===== config.mk =====
export PLATFORM = sky130hd
export DESIGN_NAME = lo_tune_sequencer
export DESIGN_NICKNAME = d
export VERILOG_FILES = /design/src/rtl/sdr_pkg.sv /design/src/rtl/tune_target_arb.sv /design/src/rtl/lo_tune_sequencer.sv
export SDC_FILE = /design/constraint.sdc
export NUM_CORES = 1
export LEC_CHECK = 0
export BUFFER_PORTS_ARGS = -buffer_cell sky130_fd_sc_hd__buf_4
export CORE_ASPECT_RATIO = 0.5
export CORE_UTILIZATION = 58
export DETAILED_ROUTE_END_ITERATION = 7
export PLACE_DENSITY = 0.8
export SYNTH_ARGS = -nofsm -noshare
export SYNTH_HDL_FRONTEND = slang
export SYNTH_SLANG_ARGS = --single-unit

===== constraint.sdc =====
create_clock -name clk -period 2.35 [get_ports clk]
set_input_delay 0.47 -clock clk [delete_from_list [all_inputs] [get_ports clk]]
set_output_delay 0.47 -clock clk [all_outputs]
set_load 0.05 [all_outputs]

===== src/rtl/sdr_pkg.sv =====
// sdr_pkg: constants and types shared by the LO tuning path of the SDR.
//   M_WIDTH / M_PRESET  - PLL M count width and power-on/preset value
//                         (also used by the DDS and frequency calculator).
//   tune_state_t        - lo_tune_sequencer FSM states.
//   clamp_m()           - limits an M count to a legal [lo, hi] window.
package sdr_pkg;

    localparam int M_WIDTH  = 9;
    localparam int M_PRESET = 108;

    typedef enum logic [3:0] {
        ST_IDLE      = 4'd0,
        ST_RESYNC    = 4'd1,
        ST_ISSUE     = 4'd2,
        ST_WAIT_BUSY = 4'd3,
        ST_WAIT_DONE = 4'd4,
        ST_WAIT_LOCK = 4'd5,
        ST_DONE      = 4'd6,
        ST_FAIL      = 4'd7,
        ST_PLL_RST   = 4'd8
    } tune_state_t;

    function automatic logic [M_WIDTH-1:0] clamp_m(
        input logic [M_WIDTH-1:0] m,
        input logic [M_WIDTH-1:0] lo,
        input logic [M_WIDTH-1:0] hi
    );
        if (m < lo) begin
            return lo;
        end else if (m > hi) begin
            return hi;
        end else begin
            return m;
        end
    endfunction

endpackage


===== src/rtl/tune_target_arb.sv =====
// tune_target_arb: merges preset, host and quadrature-step requests into one
// registered, clamped tuning target.  Priority preset > host > step; a
// lower-priority request arriving in the same cycle as a higher one is dropped.
// Ports:
//   clk, reset           - clock, synchronous active-high reset (target -> M_PRESET)
//   preset_req           - pulse: target <= M_PRESET
//   host_req, host_m     - pulse + value: target <= clamp(host_m)
//   knob_step, knob_dir  - pulse + direction: target +/-1, saturating
//   target               - merged target M count
module tune_target_arb
    import sdr_pkg::*;
#(
    parameter int M_MIN = 1,
    parameter int M_MAX = 511
) (
    input  logic               clk,
    input  logic               reset,
    input  logic               preset_req,
    input  logic               host_req,
    input  logic [M_WIDTH-1:0] host_m,
    input  logic               knob_step,
    input  logic               knob_dir,
    output logic [M_WIDTH-1:0] target
);

    localparam logic [M_WIDTH-1:0] MIN_M    = M_WIDTH'(M_MIN);
    localparam logic [M_WIDTH-1:0] MAX_M    = M_WIDTH'(M_MAX);
    localparam logic [M_WIDTH-1:0] PRESET_M = M_WIDTH'(M_PRESET);
    localparam logic [M_WIDTH-1:0] ONE_M    = M_WIDTH'(1);

    // Prioritised target update; the step counter saturates at the legal limits instead of wrapping.
    always_ff @(posedge clk) begin
        if (reset) begin
            target <= PRESET_M;
        end else if (preset_req) begin
            target <= PRESET_M;
        end else if (host_req) begin
            target <= clamp_m(host_m, MIN_M, MAX_M);
        end else if (knob_step) begin
            if (knob_dir) begin
                target <= (target >= MAX_M) ? MAX_M : target + ONE_M;
            end else begin
                target <= (target <= MIN_M) ? MIN_M : target - ONE_M;
            end
        end
    end

endmodule


===== src/rtl/lo_tune_sequencer.sv =====
// lo_tune_sequencer: owns the LO tuning word and sequences DDS/PLL
// reconfiguration: update strobe, wait for busy to rise and fall, wait for
// lock, retry with a PLL reset on failure, pulse calc_start on success.
// Ports:
//   clk, reset                          - clock, synchronous active-high reset
//   preset_req, host_req, host_m,
//   knob_step, knob_dir                 - tuning requests (see tune_target_arb)
//   dds_busy, dds_locked                - DDS status
//   dds_update, dds_m, dds_pll_reset    - DDS control
//   calc_start                          - pulse after each successful lock
//   applied_m                           - last M confirmed locked (or given up on)
//   tuning_busy                         - high whenever the FSM is not idle
//   lock_fail                           - sticky lock failure, cleared by next lock
module lo_tune_sequencer
    import sdr_pkg::*;
#(
    parameter int M_MIN        = 1,
    parameter int M_MAX        = 511,
    parameter int BUSY_TIMEOUT = 64,
    parameter int LOCK_TIMEOUT = 500000,
    parameter int RST_CYCLES   = 16,
    parameter int MAX_RETRY    = 3
) (
    input  logic               clk,
    input  logic               reset,
    input  logic               preset_req,
    input  logic               host_req,
    input  logic [M_WIDTH-1:0] host_m,
    input  logic               knob_step,
    input  logic               knob_dir,
    input  logic               dds_busy,
    input  logic               dds_locked,
    output logic               dds_update,
    output logic [M_WIDTH-1:0] dds_m,
    output logic               dds_pll_reset,
    output logic               calc_start,
    output logic [M_WIDTH-1:0] applied_m,
    output logic               tuning_busy,
    output logic               lock_fail
);

    localparam int TW = $clog2(LOCK_TIMEOUT + 1);
    localparam int RW = (MAX_RETRY < 1) ? 1 : $clog2(MAX_RETRY + 1);

    localparam logic [TW-1:0]      BUSY_LIM = TW'(BUSY_TIMEOUT);
    localparam logic [TW-1:0]      LOCK_LIM = TW'(LOCK_TIMEOUT);
    localparam logic [TW-1:0]      RST_LAST = TW'(RST_CYCLES - 1);
    localparam logic [TW-1:0]      T_ONE    = TW'(1);
    localparam logic [TW-1:0]      T_ZERO   = TW'(0);
    localparam logic [RW-1:0]      R_LIM    = RW'(MAX_RETRY);
    localparam logic [RW-1:0]      R_ONE    = RW'(1);
    localparam logic [RW-1:0]      R_ZERO   = RW'(0);
    localparam logic [M_WIDTH-1:0] PRESET_M = M_WIDTH'(M_PRESET);

    tune_state_t        state;
    logic [M_WIDTH-1:0] target;
    logic [TW-1:0]      timer;
    logic [RW-1:0]      retry;

    tune_target_arb #(
        .M_MIN (M_MIN),
        .M_MAX (M_MAX)
    ) u_arb (
        .clk        (clk),
        .reset      (reset),
        .preset_req (preset_req),
        .host_req   (host_req),
        .host_m     (host_m),
        .knob_step  (knob_step),
        .knob_dir   (knob_dir),
        .target     (target)
    );

    // Sequencer FSM with registered outputs.  The update strobe and dds_m load
    // are registered on the transition into ISSUE, so dds_update is high while
    // the FSM sits in ISSUE (two cycles after a request reaches an idle FSM).
    // One shared timer serves the busy, lock and PLL-reset waits; it is held
    // at zero in every other state.
    always_ff @(posedge clk) begin
        if (reset) begin
            state         <= ST_RESYNC;
            dds_m         <= PRESET_M;
            applied_m     <= PRESET_M;
            dds_update    <= 1'b0;
            dds_pll_reset <= 1'b0;
            calc_start    <= 1'b0;
            tuning_busy   <= 1'b1;
            lock_fail     <= 1'b0;
            retry         <= R_ZERO;
            timer         <= T_ZERO;
        end else begin
            dds_update  <= 1'b0;
            calc_start  <= 1'b0;
            tuning_busy <= 1'b1;
            case (state)
                ST_IDLE: begin
                    timer <= T_ZERO;
                    if ((target != applied_m) || !dds_locked) begin
                        dds_m      <= target;
                        dds_update <= 1'b1;
                        state      <= ST_ISSUE;
                    end else begin
                        tuning_busy <= 1'b0;
                    end
                end
                ST_RESYNC: begin
                    timer      <= T_ZERO;
                    dds_m      <= target;
                    dds_update <= 1'b1;
                    state      <= ST_ISSUE;
                end
                ST_ISSUE: begin
                    timer <= T_ZERO;
                    state <= ST_WAIT_BUSY;
                end
                ST_WAIT_BUSY: begin
                    if (dds_busy) begin
                        timer <= T_ZERO;
                        state <= ST_WAIT_DONE;
                    end else if (timer == BUSY_LIM) begin
                        timer <= T_ZERO;
                        state <= ST_FAIL;
                    end else begin
                        timer <= timer + T_ONE;
                    end
                end
                ST_WAIT_DONE: begin
                    timer <= T_ZERO;
                    if (!dds_busy) begin
                        state <= ST_WAIT_LOCK;
                    end
                end
                ST_WAIT_LOCK: begin
                    if (dds_locked) begin
                        timer <= T_ZERO;
                        state <= ST_DONE;
                    end else if (timer == LOCK_LIM) begin
                        timer <= T_ZERO;
                        state <= ST_FAIL;
                    end else begin
                        timer <= timer + T_ONE;
                    end
                end
                ST_DONE: begin
                    timer       <= T_ZERO;
                    applied_m   <= dds_m;
                    calc_start  <= 1'b1;
                    retry       <= R_ZERO;
                    lock_fail   <= 1'b0;
                    tuning_busy <= 1'b0;
                    state       <= ST_IDLE;
                end
                ST_FAIL: begin
                    timer <= T_ZERO;
                    if (retry == R_LIM) begin
                        // Give up: accept dds_m so IDLE does not reissue it forever.
                        lock_fail   <= 1'b1;
                        retry       <= R_ZERO;
                        applied_m   <= dds_m;
                        tuning_busy <= 1'b0;
                        state       <= ST_IDLE;
                    end else begin
                        retry         <= retry + R_ONE;
                        dds_pll_reset <= 1'b1;
                        state         <= ST_PLL_RST;
                    end
                end
                ST_PLL_RST: begin
                    if (timer == RST_LAST) begin
                        timer         <= T_ZERO;
                        dds_pll_reset <= 1'b0;
                        dds_m         <= target;
                        dds_update    <= 1'b1;
                        state         <= ST_ISSUE;
                    end else begin
                        timer <= timer + T_ONE;
                    end
                end
                default: begin
                    timer         <= T_ZERO;
                    dds_pll_reset <= 1'b0;
                    state         <= ST_RESYNC;
                end
            endcase
        end
    end

endmodule


# Word-level counts from Yosys, hierarchy flattened
# Index checks and enable logic that the tools add are counted.
word_totals:
  regBits: 57
  input_bits: 17
  out_inout_bits: 23
  elab_cells: 92
classes:
  n_addsub: 4
  magnitude_cmp: 4
  n_eq_ne: 20
  muxes: 40
  bitwise_logic: 1
  n_reduce_logical: 12
op_table:
  columns: ["operator", "n"]
  rows:
  - ["$mux 19", 5]
  - ["$mux 9", 10]
  - ["$pmux 19 s3", 1]
  - ["$pmux 4 s9", 1]
  - ["$mux 4", 8]
  - ["$pmux 9 s3", 1]
  - ["$add 19x1->19 const B", 1]
  - ["$eq 19x19->1 const B", 1]
  - ["$eq 19x4->1 const B", 1]
  - ["$eq 19x7->1 const B", 1]
  - ["$pmux 9 s2", 1]
  - ["$eq 4x3->1 const B", 4]
  - ["$ne 2x2->1 const B", 5]
  - ["$add 9x1->9 const B", 1]
  - ["$ge 9x9->1 const B", 1]
  - ["$gt 9x9->1 const B", 1]
  - ["$le 9x1->1 const B", 1]
  - ["$lt 9x1->1 const B", 1]
  - ["$ne 9x9->1", 1]
  - ["$pmux 1 s3", 3]
  - ["$sub 9x1->9 const B", 1]
  - ["$eq 4x2->1 const B", 2]
  - ["$mux 1", 7]
  - ["$reduce_or 7->1", 1]
  - ["other kinds (18)", 21]

# Logic depth before layout (Yosys ltp)
depth:
  word_depth: 5
  ltp_mapped: 9
  ltp_nobuf: 9

# Hierarchy
# Synthesis repeated with hierarchy kept, for this count alone.
hier_totals:
  hier_cells: 387
  hier_area_um2: 3245.6
by_module_without_submodules:
  columns: ["mod", "n_inst", "cells_each", "area_each_um2", "seq_area_each_um2"]
  rows:
  - ["lo_tune_sequencer", 1, 257, 2285.9, 960.9]
  - ["tune_target_arb", 1, 130, 959.7, 180.2]

# Least setup slack after synthesis
# No wires, ideal clock.
synth_timing:
  path_type: "reg-to-reg"
  startpoint: "reg applied_m[7]"
  endpoint: "reg dds_update"
  setup_ns: 0.115
  arrival_time_ns: 1.768
  required_ns: 2.235
  slack_ns: 0.466
  path_stages_with_launch: 7
  path_buffers: 1
  synth_period_minus_slack_ns: 1.884
  cell_sequence: "dfxtp_1 -> xor2_1 -> nor4_1 -> a31oi_1 -> o21a_1 -> buf_2 -> and3_1"
synth_between:
  elab_chain_len: 4
synth_rtl:
  columns: ["item", "line_no", "source"]
  rows:
  - ["from (decl)", "lo_tune_sequencer.sv:37", "output logic [M_WIDTH-1:0] applied_m,"]
  - ["from (signal assigned)", "lo_tune_sequencer.sv:146", "applied_m <= dds_m;"]
  - ["from (signal assigned)", "lo_tune_sequencer.sv:159", "applied_m <= dds_m;"]
  - ["$ne 9x9->1", "lo_tune_sequencer.sv:98", "if ((target != applied_m) || !dds_locked) begin"]
  - ["$logic_or 1x1->1", "lo_tune_sequencer.sv:98", null]
  - ["$mux 1", "lo_tune_sequencer.sv:98", null]
  - ["$pmux 1 s3", "lo_tune_sequencer.sv:95", "case (state)"]
  - ["to (signal assigned)", "lo_tune_sequencer.sv:92", "dds_update <= 1'b0;"]
  - ["to (signal assigned)", "lo_tune_sequencer.sv:100", "dds_update <= 1'b1;"]
  - ["to (signal assigned)", "lo_tune_sequencer.sv:109", "dds_update <= 1'b1;"]
  - ["to (decl)", "lo_tune_sequencer.sv:33", "output logic dds_update,"]
# Every way passes these cells.
# A chain may end at the register's enable or synchronous reset.

# Worst setup path in the final report
layout_timing:
  startpoint: "reg timer[0]"
  endpoint: "reg dds_m[8]"
layout_between:
  elab_chain_len: 3
layout_rtl:
  columns: ["item", "line_no", "source"]
  rows:
  - ["from (decl)", "lo_tune_sequencer.sv:57", "logic [TW-1:0] timer;"]
  - ["from (signal assigned)", "lo_tune_sequencer.sv:124", "timer <= timer + T_ONE;"]
  - ["from (signal assigned)", "lo_tune_sequencer.sv:141", "timer <= timer + T_ONE;"]
  - ["from (signal assigned)", "lo_tune_sequencer.sv:176", "timer <= timer + T_ONE;"]
  - ["$eq 19x4->1", "lo_tune_sequencer.sv:169", "if (timer == RST_LAST) begin"]
  - ["$ne 2x2->1 (no source line)", null, null]
  - ["$reduce_and 3->1 (no source line)", null, null]
  - ["to (signal assigned)", "lo_tune_sequencer.sv:99", "dds_m <= target;"]
  - ["to (signal assigned)", "lo_tune_sequencer.sv:108", "dds_m <= target;"]
  - ["to (signal assigned)", "lo_tune_sequencer.sv:172", "dds_m <= target;"]
  - ["to (decl)", "lo_tune_sequencer.sv:34", "output logic [M_WIDTH-1:0] dds_m,"]
# Every way passes these cells.

==> results.md <==
* Setup bufs post-CTS at 0
* Comb pwr share at 16.0%
* Setup TNS at 0 ns
* Largest area contributor in the netlist: dfxtp_1
* Clk Latency, worst-skew pair at 0.33 ns
* # nets final at 452
* WS Path Type: register to register
* Die Area at 5973 um2
* I/O pin count at 40
* DP Worst Slack at 0.2153 ns
* # DRC at 0
* Post-synth top area share at 34.82%
* Lkg Pwr at 0.001458 uW
* Yosys reg bits at 57
* Core area at 5180 um2
* Worst EP arrival at 2.45 ns
* Worst endpoint required time at 2.60 ns
* Vias per inst at 6.036
* Routed WL per cell at 16.24 um
* Max Slew Vio Count at 0
* Worst min path class: input port to register
* Final Hold Viols at 0
* H-tree levels at 3
* Routed Antenna Nets at 0
* Synth area leaders: dfxtp_1 (35%), nor2_1 (5.4%), mux2i_1 (4.3%), xor2_1 (4.0%), xnor2_1 (3.7%)
* Drt first pass iters at 5
* Initial Utilization at 63.26%
* Initial antenna violation count at 0
* Std cell rows at 18
* Clock Pin Slew Worst Setup and Hold Paths at 0.05 ns
* Total track usage at 28.58%
* Clock Sinks at 57
* Max-capacitance violation count at 0
* Die Y-Extent at 55.15 um
* Diodes inserted at 0
* RSZ-0062 raised after global routing: no
* Async SR Flop Fraction at 0%
* Routed Wire Length at 8154 um
* CP startpoint kind: register
* Count leader, synth: dfxtp_1
* Fin util at 75.77%
* Clk pwr share at 44.7%
* EDFF count, synth at 0
* DP HPWL at 5774 um
* Crit end category: register
* Die X at 108.3 um
* Main synth FF type: dfxtp_1
* Buffers added on ports at 39
* Cells after Synth at 390
* Synthesized area per cell at 8.402 um2
* Clock Skew at 0.005587 ns
* Area delta synth->final at 19.78%
* Synth unique cells at 59
* TritonCTS clock tree: yes
* Sequential element share of the synthesized area at 34.82%
* Placement Cell Area at 3643 um2
* Synth cell count leaders: dfxtp_1 (57), nor2_1 (47), nand2_1 (18), nand3_1 (18), a21oi_1 (16)
* Fin worst setup slack at 0.1510 ns
* Post-CTS Resized at 0
* Slew headroom at 55.09%
* Setup-failing EPs final at 0
* WHS at 0.3684 ns
* P_sw at 758.5 uW
* Ys Warns at 0
* Internal cell power at 1943 uW
* Vias in the first global route at 2,703
* Maximum clock path buffer count at 2
* Peak supply drop at 0.7161 mV
* GRT Residual Overflow at 0
* Root Driver: clkbuf_16
* Reg power frac at 39.2%
* Fmax at 454.8 MHz
* Minimum clock period at 2.199 ns
* TritonCTS buffer count at 9
* Post-route cell area at 3925 um2
* Net Sw Frac at 28.08%
* Iter 0 DRT Violations at 187
* Vias at 3,030
* Synthesized netlist net count at 414
* Routability cong. at 0.9833
* Slew @ Worst Pin at 0.6712 ns
* Status: completed
* Layout cells sized above 1 at 21.30%
* Pin count of the biggest net entering global routing at 41
* Critical path fanouts, max at 10
* PwrDens at 688.2 nW/um2
* Final Cycle Share at 93.57%
* First-pass GRT wire length at 12,520 um
* Post-CTS Hold Buffers at 0
* Synthesized cell area at 3277 um2
## worst max-delay path, cell delays in order, from the launching register on
cell and delay [ns]:
dfxtp_1 0.40, ha_1 0.24, and3_1 0.21, nand4_1 0.14, nor4_1 0.30, o21a_1 0.55, mux2i_1 0.27
## logic make-up (layout without fill, tap and decap cells)
kind of cell,Yosys count,count (layout),synth area share (%)
AOI/OAI and AO/OA,76,76,16.11
xor gates and xnor gates,29,29,7.751
adders and majority gates,7,7,2.673
buffers and inverters,38,80,5.383
DFF,57,57,34.82
muxes,16,16,4.964
and+or+nand+nor,167,167,28.29
## final timing paths
| check | cells past startpoint | endpoint | slack [ns] | start |
|---|---|---|---|---|
| max | 6 | dds_m[8]$_SDFFE_PP0P_ | 0.15 | timer[0]$_SDFF_PP0_ |
| min | 3 | u_arb.target[2]$_SDFFE_PP1P_ | 0.37 | host_m[2] |
| max reg2reg | 6 | dds_m[8]$_SDFFE_PP0P_ | 0.15 | timer[0]$_SDFF_PP0_ |
| min reg2reg | 2 | retry[1]$_SDFFE_PP0P_ | 0.47 | retry[1]$_SDFFE_PP0P_ |
## registers in the layout (all words and copies together), names as in the netlist
signal         flops
timer             19
applied_m          9
dds_m              9
u_arb.target       9
state              4
retry              2
calc_start         1
dds_pll_reset      1
dds_update         1
lock_fail          1
tuning_busy        1
## power groups by stage
stage / logic [uW] / registers (uW) / clock network [uW]
5_1_grt: 463 / 1070 / 1270
3_3_place_gp: 419 / 1080 / 0
6_report: 432 / 1060 / 1210
4_1_cts: 430 / 1060 / 1220
2_1_floorplan: 280 / 1100 / 0
3_5_place_dp: 428 / 1080 / 0
## routing by layer
metal	GRT usage (%)	vias up	share of wire (%)
met1	31.93	1455	43
li1	-	1460	-
met5	0	-	0
met2	52.87	96	49
met4	12.84	0	1.8
met3	8.197	19	5.5
## layout by cell type, fill, tap and decap left out, drive strengths merged, types with 4 or more instances in the layout
cell,netlist,final
a211o,4,4
a21oi,16,16
a31oi,8,8
and3,8,8
buf,11,53
clkbuf,15,11
dfxtp,57,57
ha,7,7
inv,12,12
mux2i,14,14
nand2,18,18
nand2b,13,13
nand3,18,18
nand4,8,8
nor2,58,58
nor2b,7,7
nor3,13,13
nor4,8,8
o21ai,16,16
or3,4,4
xnor2,14,14
xor2,15,15
## final cells by class
class	count	area (um2)
Tap cell	70	87.58
Clock buffer	11	252.7
Multi-Input combinational cell	295	1959
Fill cell	376	1255
Inverter	12	45.04
Clock inverter	4	28.78
Timing Repair Buffer	53	410.4
Sequential cell	57	1141
## per-stage QoR
| step | total power [uW] | cells |
|---|---|---|
| 6_report | 2701 | 502 |
| 2_1_floorplan | 1385 | 390 |
| 3_3_place_gp | 1494 | 487 |
| 5_1_grt | 2802 | 502 |
| 4_1_cts | 2708 | 502 |
| 3_5_place_dp | 1506 | 487 |
Note: power is estimated with default switching activity, not from simulation.
